### src/rtl/jps_pkg.sv
// Shared types and Johnson-code helpers for the phase sequencer.
// Helpers work on a fixed-width word so one package serves any stage count.
package jps_pkg;

   localparam int JPS_MAX_N = 16;

   typedef enum logic [1:0] {
      ST_IDLE = 2'd0,
      ST_RUN  = 2'd1,
      ST_DONE = 2'd2
   } state_t;

   typedef logic [JPS_MAX_N-1:0] jc_word_t;

   function automatic jc_word_t jc_mask(input int n);
      return (jc_word_t'(1) << n) - jc_word_t'(1);
   endfunction

   // Code shown at phase p: p low ones on the way up, then ones drain from the LSB.
   function automatic jc_word_t jc_code(input int p, input int n);
      jc_word_t c;
      if (p < n) c = (jc_word_t'(1) << p) - jc_word_t'(1);
      else       c = jc_mask(n) & ~((jc_word_t'(1) << (p - n)) - jc_word_t'(1));
      return c;
   endfunction

   function automatic logic jc_legal(input jc_word_t c, input int n);
      logic ok;
      ok = 1'b0;
      for (int p = 0; p < 2*JPS_MAX_N; p++) begin
         if (p < 2*n && c == jc_code(p, n)) ok = 1'b1;
      end
      return ok;
   endfunction

   function automatic int jc_phase(input jc_word_t c, input int n);
      int ph;
      ph = 0;
      for (int p = 0; p < 2*JPS_MAX_N; p++) begin
         if (p < 2*n && c == jc_code(p, n)) ph = p;
      end
      return ph;
   endfunction

   function automatic jc_word_t jc_next(input jc_word_t c, input int n);
      jc_word_t msb;
      msb = (c >> (n - 1)) & jc_word_t'(1);
      return ((c << 1) & jc_mask(n)) | (msb ^ jc_word_t'(1));
   endfunction

endpackage

### src/rtl/johnson_core.sv
// N-stage Johnson register; clear wins over enable.
module johnson_core
   import jps_pkg::*;
#(
   parameter int N = 3
) (
   input  logic         clk,
   input  logic         reset,
   input  logic         en,
   input  logic         clr,
   output logic [N-1:0] q
);

   logic [N-1:0] q_r;

   always_ff @(posedge clk or posedge reset) begin
      if (reset) begin
         q_r <= '0;
      end else if (clr) begin
         q_r <= '0;
      end else if (en) begin
         q_r <= N'(jc_next(jc_word_t'(q_r), N));
      end
   end

   assign q = q_r;

endmodule

### src/rtl/johnson_phase_sequencer.sv
// Runs a Johnson counter for a programmed number of full cycles with hold,
// abort and recovery from illegal codes.
//
//   state   | meaning
//   IDLE    | counter cleared, waiting for start
//   RUN     | counter stepping (busy), counting completed cycles
//   DONE    | one-cycle done pulse, then back to IDLE
module johnson_phase_sequencer
   import jps_pkg::*;
#(
   parameter int N  = 3,
   parameter int CW = 8
) (
   input  logic            clk,
   input  logic            reset,
   input  logic            start,
   input  logic [CW-1:0]   num_cycles,
   input  logic            hold,
   input  logic            abort,
   output logic [N-1:0]    jc_q,
   output logic [2*N-1:0]  phase_oh,
   output logic [CW-1:0]   cycle_cnt,
   output logic            busy,
   output logic            done,
   output logic            err
);

   localparam int PW = 2*N;

   state_t        state, state_nxt;
   logic [CW-1:0] target, target_nxt;
   logic [CW-1:0] cnt, cnt_nxt;
   logic          err_r, err_nxt;
   logic          core_en, core_clr;
   logic          legal, last_ph;
   int            ph_idx;

   johnson_core #(.N(N)) u_core (
      .clk   (clk),
      .reset (reset),
      .en    (core_en),
      .clr   (core_clr),
      .q     (jc_q)
   );

   assign legal   = jc_legal(jc_word_t'(jc_q), N);
   assign ph_idx  = jc_phase(jc_word_t'(jc_q), N);
   assign last_ph = legal && (ph_idx == PW - 1);

   always_ff @(posedge clk or posedge reset) begin
      if (reset) begin
         state  <= ST_IDLE;
         target <= '0;
         cnt    <= '0;
         err_r  <= 1'b0;
      end else begin
         state  <= state_nxt;
         target <= target_nxt;
         cnt    <= cnt_nxt;
         err_r  <= err_nxt;
      end
   end

   always_comb begin
      state_nxt  = state;
      target_nxt = target;
      cnt_nxt    = cnt;
      err_nxt    = 1'b0;
      core_en    = 1'b0;
      core_clr   = 1'b0;
      unique case (state)
         ST_IDLE: begin
            core_clr = 1'b1;
            if (start) begin
               if (num_cycles != '0) begin
                  target_nxt = num_cycles;
                  cnt_nxt    = '0;
                  state_nxt  = ST_RUN;
               end else begin
                  state_nxt  = ST_DONE;
               end
            end
         end
         ST_RUN: begin
            if (abort) begin
               core_clr  = 1'b1;
               state_nxt = ST_IDLE;
            end else if (!legal) begin
               core_clr = 1'b1;
               err_nxt  = 1'b1;
            end else if (!hold) begin
               // stepping from the last phase lands on zero, which is the wrap
               core_en = 1'b1;
               if (last_ph) begin
                  cnt_nxt = cnt + 1'b1;
                  if (cnt_nxt == target) state_nxt = ST_DONE;
               end
            end
         end
         ST_DONE: begin
            core_clr  = 1'b1;
            state_nxt = ST_IDLE;
         end
         default: begin
            core_clr  = 1'b1;
            state_nxt = ST_IDLE;
         end
      endcase
   end

   assign busy      = (state == ST_RUN);
   assign done      = (state == ST_DONE);
   assign err       = err_r;
   assign cycle_cnt = cnt;
   assign phase_oh  = (busy && legal) ? (PW'(1) << ph_idx) : '0;

endmodule

### config.mk
export PLATFORM = sky130hd
export DESIGN_NAME = johnson_phase_sequencer
export DESIGN_NICKNAME = d
export VERILOG_FILES = /design/src/rtl/jps_pkg.sv /design/src/rtl/johnson_core.sv /design/src/rtl/johnson_phase_sequencer.sv
export SDC_FILE = /design/constraint.sdc
export NUM_CORES = 1
export LEC_CHECK = 0
export CAP_MARGIN = 20
export CORE_ASPECT_RATIO = 1.25
export CORE_MARGIN = 4
export CORE_UTILIZATION = 40
export CTS_CLUSTER_SIZE = 14
export DETAILED_ROUTE_END_ITERATION = 8
export PLACE_DENSITY = 0.68
export RECOVER_POWER = 100
export SLEW_MARGIN = 20
export SYNTH_ARGS = -nofsm -noshare
export SYNTH_HDL_FRONTEND = slang
export SYNTH_HIERARCHICAL = 1
export SYNTH_SLANG_ARGS = --single-unit
### constraint.sdc
create_clock -name clk -period 2.3 [get_ports clk]
set_clock_uncertainty 0.05 [all_clocks]
set_input_delay 0.345 -clock clk [delete_from_list [all_inputs] [get_ports clk]]
set_output_delay 0.345 -clock clk [all_outputs]
set_load 0.01 [all_outputs]
* Word-level counts from Yosys, hierarchy flattened
Cells that the tools add are included.
** Storage, ports and cells
- Flip-flop bits (word level) :: 22
- Bits of input ports :: 13
- Output and inout bits :: 20
- Logic and storage cells :: 76
** Cells by class
- Shifts and indexed selects :: 1
- Reductions and logical operators :: 10
- Equality and inequality tests :: 19
- Bitwise operators :: 2
- Add/subtract/negate cells :: 1
- Multiplexer cells :: 38
** Operators by type and width (number)
- two-way mux 8 bit :: 6
- two-way mux 2 bit :: 9
- zero test 16 bit :: 1
- two-way mux 1 bit :: 16
- case mux 8 bit (2 select lines) :: 1
- equality test 3 bit (second input constant) :: 4
- two-way mux 3 bit :: 4
- inequality test 3 x 2 -> 1 bit (second input constant) :: 3
- adder 8 x 1 -> 8 bit (second input constant) :: 1
- equality test 8 bit :: 1
- inequality test 2 bit (second input constant) :: 4
- nonzero test 8 bit :: 1
- AND reduction 7 bit :: 1
- two-way mux 6 bit :: 1
- << shifter 1 x 3 -> 6 bit (first input constant) :: 1
- AND reduction 5 bit :: 1
- inequality test 2 x 1 -> 1 bit (second input constant) :: 2
- case mux 2 bit (2 select lines) :: 1
- nonzero test 2 bit :: 2
- equality test 3 x 1 -> 1 bit (second input constant) :: 1
- equality test 3 x 2 -> 1 bit (second input constant) :: 1
- inequality test 3 bit (second input constant) :: 1
- OR 3 x 1 -> 3 bit :: 1
- AND reduction 3 bit :: 1
- 5 further kinds :: 6

* Longest topological paths before layout
Gate-level depths: netlist of the first run.
- Depth in word-level cells :: 13
- Depth in mapped cells :: 8

* Modules after synthesis
Netlist of the first run, hierarchy kept.
** By module, submodules not included
- johnson_phase_sequencer :: cells each 120, area an instance 1169.9 sq um, sequential area each 475.5 sq um, times used 1
- johnson_core :: cells each 11, area an instance 128.9 sq um, sequential area each 75.1 sq um, times used 1

* Least setup slack after synthesis of the first run
No wires, ideal clock.
- Path type :: reg-to-reg
- Start point :: register cnt[0] (netlist: cycle_cnt[0])
- End point :: register state[0]
- Slack :: -18 ps
- Path buffers :: 1
- Data arrival time :: 2147 ps
- Stages on the path, launching flop included :: 8
- Setup time :: 121 ps
- Cell sequence :: dfrtp_1 ha_1 clkbuf_1 xor3_1 nor4_1 o2111ai_1 or4_4 a22o_2
** On the way
- Word-level cells in the longest chain between the ends :: 4
** RTL lines
- start, declared :: RTL line johnson_phase_sequencer.sv:32 : logic [CW-1:0] cnt, cnt_nxt;
- start signal, assigned :: RTL line johnson_phase_sequencer.sv:59 : cnt <= cnt_nxt;
- adder 8 x 1 -> 8 bit :: RTL line johnson_phase_sequencer.sv:95 : cnt_nxt = cnt + 1'b1;
- equality test 8 bit :: RTL line johnson_phase_sequencer.sv:96 : if (cnt_nxt == target) state_nxt = ST_DONE;
- inequality test 3 x 2 -> 1 bit (no source line)
- AND reduction 5 bit (no source line)
- end signal, assigned :: RTL line johnson_phase_sequencer.sv:57 : state <= state_nxt;
- end, declared :: RTL line johnson_phase_sequencer.sv:30 : state_t state, state_nxt;
No other way between the ends.
A chain may end at the register's enable or synchronous reset.

* Final worst setup path of the first run
- Start point :: register target[7]
- End point :: register state[0]
** On the way
- Word-level cells in the longest chain between the ends :: 3
** RTL lines
- start, declared :: RTL line johnson_phase_sequencer.sv:31 : logic [CW-1:0] target, target_nxt;
- start signal, assigned :: RTL line johnson_phase_sequencer.sv:58 : target <= target_nxt;
- equality test 8 bit :: RTL line johnson_phase_sequencer.sv:96
- inequality test 3 x 2 -> 1 bit (no source line)
- AND reduction 5 bit (no source line)
No other way between the ends.

==> results of run 1 <==
## flip-flops by register name, indices dropped and copies added (netlist names)
name and cells:
err 1, state 2, cycle_cnt 8, u_core/q 3
target 8
## power by group through the flow
stage | registers [mW] | logic [mW] | clock network [mW]
detailed placement | 0.545 | 0.427 | 0
finish | 0.542 | 0.431 | 0.186
floorplan | 0.517 | 0.295 | 0
global route | 0.554 | 0.471 | 0.212
CTS | 0.538 | 0.431 | 0.192
global placement | 0.541 | 0.419 | 0
## cell usage after synthesis (all sizes together)
cell,instances,area share
clkbuf,3,0.0096
o2111ai,1,0.0067
xnor2,5,0.034
xor2,2,0.013
mux2,9,0.078
a21boi,1,0.0058
buf,3,0.015
and2,1,0.0048
a22o,1,0.0077
nor2,6,0.017
ha,1,0.0096
o21ai,10,0.039
nor3,6,0.023
nand2b,2,0.0096
nor2b,3,0.014
nor4,5,0.024
a21oi,6,0.026
nor4b,2,0.013
mux2i,2,0.015
and3,3,0.014
dfrtp,22,0.42
nor3b,2,0.012
inv,5,0.014
nand2,11,0.032
nand3,5,0.019
or2b,1,0.0058
o31ai,3,0.017
a211oi,1,0.0096
or3b,1,0.0067
or4b,1,0.011
and4,1,0.0067
xor3,2,0.037
or4,1,0.0087
o21bai,1,0.0058
a31oi,2,0.0096
## metrics by stage
step | util | cells | setup TNS (ps)
2_1_floorplan | - | 131 | 0
3_3_place_gp | 0.572 | 206 | -387
3_5_place_dp | 0.572 | 206 | -595
4_1_cts | 0.582 | 210 | 0
5_1_grt | 0.586 | 211 | 0
6_report | 0.586 | 211 | 0
## per-layer routing
metal	up-vias	track usage	wire length, microns
li1	574	-	-
met1	565	0.191	1310
met2	29	0.285	1610
met3	5	0.0216	118
met4	0	0.0529	37
met5	-	0	0
## worst paths after layout
path	endpoint	from	slack, ps
max	state[0]	target[7]	80
min	u_core/q[0]	reset	290
max reg2reg	state[0]	target[7]	80
min reg2reg	target[5]	target[5]	500
max in group asynchronous	cycle_cnt[0]	reset	1120
min in group clk	target[5]	target[5]	500
## critical path, cell delays in order (launching register included)
cell and delay (ps):
dfrtp_1 430, xnor2_2 250, or3b_1 370, mux2_2 270
or4_4 530, a22o_2 220
## cell type report
type	count	area [sq um]
tap	36	45.0
fill	292	1250
sequential	22	552
multi-input combinational	98	738
clock buffer	4	26.3
inverter	5	18.8
timing repair buffer	46	395
## cell families (layout without fill, tap and decap cells)
kind of cell	after synthesis	count (layout)
AOI/OAI and AO/OA	26	26
adders and majority gates	1	1
and+or+nand+nor	51	51
DFF	22	22
muxes	11	11
buffers and inverters	11	55
xor gates and xnor gates	9	9
## repair_timing
item                                    CTS  global route
endpoints found under the hold margin     0             0
setup buffers                             0             1
endpoints found under the setup margin    1             7
gates resized for setup                   1             9
pin swaps                                 0             4
## cell usage in the layout (no fill, tap or decap), drive strengths merged, types with 2 or more instances in the layout
cell | Yosys | final
xor3 | 2 | 2
nor4 | 5 | 5
nor4b | 2 | 2
a31oi | 2 | 2
buf | 3 | 10
xnor2 | 5 | 5
nor2b | 3 | 3
o21ai | 10 | 10
nor3b | 2 | 2
nand2b | 2 | 2
dfrtp | 22 | 22
inv | 5 | 5
dlygate4sd3 | 0 | 15
nor2 | 6 | 6
mux2i | 2 | 2
and3 | 3 | 3
a21oi | 6 | 6
nor3 | 6 | 6
nand3 | 5 | 5
mux2 | 9 | 9
nand2 | 11 | 11
clkdlybuf4s50 | 0 | 14
o31ai | 3 | 3
xor2 | 2 | 2
clkbuf | 3 | 11
==> out/metrics.cfg, run 1 <==
[placed_design]
place.port_buffers = 32
gp_routability_congestion = 0.821
dpl_hpwl_microns = 2440
standard_cell_area_after_detailed_placement_sq_um = 1730
placement.setup.worst_slack_ps = -309

[detailed_routing]
detailedRoute.firstPassIterationCount = 4
detailroute.via_count = 1173
detail_route.wirelength_microns = 3070
drt_iter0_drc = 34
drc_errors = 0
avgViaCountPerCell = 5.56
wl_per_cell_microns = 14.6
drtAntennaViolNets = 0

[yosys]
synthSimpleGateAreaFrac = 0.223
mappedNetlistNets = 145
post_synth_fa_ha_maj_area_fraction = 0.00963
syn_avg_cell_area_sq_um = 9.91
synth_mux_area_frac = 0.0934
fraction_of_the_mapped_netlist_area_in_compound_gates = 0.127
ys_ff_latch = 22
synth_xor_xnor_area_share = 0.0838
synthesis.yosys.warnings = 6
synth_top_family_by_area = simple AND/OR/NAND/NOR gates
postSynthCellCount = 131
yosysSeqAreaShare = 0.424
synth_cell_type_count = 39
mappedNetlistArea_sq_um = 1300

[floorplanning]
design.die.area_sq_um = 4230
die_y_microns = 71.7
io_pins = 33
initial_core_util = 0.429
chipWidth_microns = 59.0
core_area_sq_um = 3030
std_cell_rows = 22

[clocking]
postCtsHoldBufs = 0
cts_buffers = 3
cts_tree = yes
clkSlewWorstSetupHoldPaths_ps = 120
cts-htree-levels = 1
root_buffer = clkbuf_4
clock_insertion_delay_worst_skew_ps = 310
cts.sink_count = 22
max-clock-path-buffers = 2

[pwr]
cell_internal_pwr_mw = 0.766
power_dissipated_by_switching_net_loads_mw = 0.392
totalPowerFinal_mw = 1.16
power.sequential.fraction = 0.468
share_of_total_power_in_the_clock_network = 0.161
power.density_cell_area_nw_per_um2 = 653
leakage_nw = 0.764
switching_share = 0.339
combinationalPowerShare = 0.372
irDropWorstVdd_mv = 0.379

[timing]
period_minus_slack_ps = 2220
slew_headroom = 0.499
worst-slew-pin-transition_ps = 751
hold_viol = 0
holdWs_ps = 287
top_achievable_clock_speed_mhz = 450
timing_max_transition_violations_final = 0
period_share = 0.966
setup_viol = 0
unrepaired_setup_endpoints_after_global_routing = false
layout_setup_ws_ps = 77.8

[layout]
layout.cell_area.non_filler_sq_um = 1780
num-nets-final = 190
num_antenna_cells = 0
areaGrowthSynthToFinish_pct = 36.7
layout-drive-gt1-share = 0.194

[setup_path]
critical_path_fanout_max = 4
criticalPathCategory = reg2reg
required_ps = 2460
start_kind = flop
r2r_cells = 5
critPathArrivalTime_ps = 2380
setup.worst_path.end_class = flop

[global_routing]
first_pass_grt_wire_length_microns = 5300
grt_start_max_net_pins = 20
grt_overflow_total = 0
grtUsageTotal = 0.159
grt_pass1_vias = 1165
antenna_found_initial = 0

[run]
max_cap_violations = 0

[status]
outcome = finished, final reports clean

[hold_path]
hp-class = in2async

No activity file was read; power rests on OpenSTA's default activity.
==> inputs of run 2 (changes only) <==
--- a/config.mk
+++ b/config.mk
@@ -7,13 +7,13 @@
 export LEC_CHECK = 0
 export CAP_MARGIN = 20
 export CORE_ASPECT_RATIO = 1.25
-export CORE_MARGIN = 4
+export CORE_MARGIN = 5
 export CORE_UTILIZATION = 40
 export CTS_CLUSTER_SIZE = 14
 export DETAILED_ROUTE_END_ITERATION = 8
 export PLACE_DENSITY = 0.68
 export RECOVER_POWER = 100
-export SLEW_MARGIN = 20
+export SLEW_MARGIN = 30
 export SYNTH_ARGS = -nofsm -noshare
 export SYNTH_HDL_FRONTEND = slang
 export SYNTH_HIERARCHICAL = 1
==> out/metrics.cfg, run 2 (synthesized netlist as in run 1, its figures left out) <==
[status]
outcome = finished, final reports clean

[clocking]
cts_buffers = 3
cts.sink_count = 22
max-clock-path-buffers = 2
clock_insertion_delay_worst_skew_ps = 270
cts-htree-levels = 1
cts_tree = yes
postCtsHoldBufs = 0
root_buffer = clkbuf_8
clkSlewWorstSetupHoldPaths_ps = 80

[layout]
layout.cells.most_common = dfrtp_1
stdcell_count = 211
num-nets-final = 189
ff_latch_area_sq_um = 552
num_antenna_cells = 0
filler_cells = 288
multi_input_comb_area_sq_um = 704
areaGrowthSynthToFinish_pct = 37.6
final_cell_mix = dfrtp_1 (21), clkdlybuf4s50_1 (18), dlygate4sd3_1 (14)
layout-drive-gt1-share = 0.184
layout.cell_area.non_filler_sq_um = 1790

[timing]
layout_setup_ws_ps = 97.6
setup_viol = 0
period_share = 0.958
period_minus_slack_ps = 2200
top_achievable_clock_speed_mhz = 454
worst-slew-pin-transition_ps = 1070
slew_headroom = 0.290
unrepaired_setup_endpoints_after_global_routing = false
holdWs_ps = 347
timing_max_transition_violations_final = 0
hold_viol = 0

[pwr]
leakage_nw = 0.773
irDropWorstVdd_mv = 0.526
power.density_cell_area_nw_per_um2 = 697

[detailed_routing]
detailroute.via_count = 1127
drtAntennaViolNets = 0
wl_per_cell_microns = 15.3
detailedRoute.firstPassIterationCount = 4
avgViaCountPerCell = 5.34
drt_iter0_drc = 20
detail_route.wirelength_microns = 3230
drc_errors = 0

[global_routing]
globalRouteMet2Util = 0.272
first_pass_grt_wire_length_microns = 5060
antenna_found_initial = 0
grt_util_met3 = 0.0351
grt_start_max_net_pins = 20
grt_pass1_vias = 1110
gr-usage-met1 = 0.168
grtUsageTotal = 0.151
grt_overflow_total = 0
top_usage_layer_grt = met2

[floorplanning]
core_area_sq_um = 3170
design.die.area_sq_um = 4490
std_cell_rows = 23
chipWidth_microns = 61.0
initial_core_util = 0.410
io_pins = 33
die_y_microns = 73.7

[setup_path]
required_ps = 1900
criticalPathCategory = reg2out
crit_path_cell_trace = nand2b_2, nor4b_1, clkdlybuf4s50_1
worst_path_largest_cell_delay_ps = 590
setup.worst_path.end_class = primary output
rrSetupSlack_ps = 160
critPathArrivalTime_ps = 1810
critical_path_fanout_max = 9
critical_path.slowest_cell = clkdlybuf4s50_1
start_kind = flop

[placed_design]
gp_routability_congestion = 0.810
dpl_hpwl_microns = 2560
place.port_buffers = 32
placed_cell_count = 207
standard_cell_area_after_detailed_placement_sq_um = 1730
placement.setup.worst_slack_ps = -255

[hold_path]
hp-class = in2async

[run]
max_cap_violations = 0

## run 2: metrics by stage
stage,utilization,power [mW],TNS (ps)
global placement,0.548,0.971,-388
floorplan,-,0.811,0
detailed placement,0.548,0.981,-527
global route,0.564,1.32,0
CTS,0.565,1.26,0
finish,0.564,1.25,0
## run 2: area by class of cell
type,instances,share of cell area
Inverter,5,0.0105
Sequential cell,22,0.309
Multi-Input combinational cell,98,0.394
Timing Repair Buffer,45,0.230
Tap cell,37,0.0259
Clock buffer,4,0.0308
## run 2: repair_timing
action | 4_1_cts | 5_1_grt
gates resized for setup | 0 | 2
setup endpoints to repair | 0 | 3
buffers inserted | 0 | 0
## run 2: final timing paths
| check | from | to | depth (start not counted) |
|---|---|---|---|
| max in group asynchronous | reset | cycle_cnt[0] | 3 |
| worst min register to register | target[5] | target[5] | 1 |
| min in group clk | target[5] | target[5] | 1 |
| worst max-delay path | state[1] | phase_oh[5] | 3 |
| worst min-delay path | reset | u_core/q[1] | 2 |
| worst max register to register | target[2] | state[0] | 5 |
## run 2: power by group
part           switching, mW  internal (mW)
sequential            0.0743          0.465
clock                  0.128          0.153
combinational          0.185          0.241
## run 2: metal layers
| metal | share of wire | vias up |
|---|---|---|
| met2 | 0.55 | 21 |
| met3 | 0.040 | 5 |
| met4 | 0.014 | 0 |
| li1 | - | 562 |
| met5 | 0 | - |
| met1 | 0.40 | 539 |
## run 2: worst max-delay path: cells and delay by family (launching register included)
kind,cells,cell delay (ps)
buffers and inverters,1,590
and+or+nand+nor,2,530
DFF,1,420
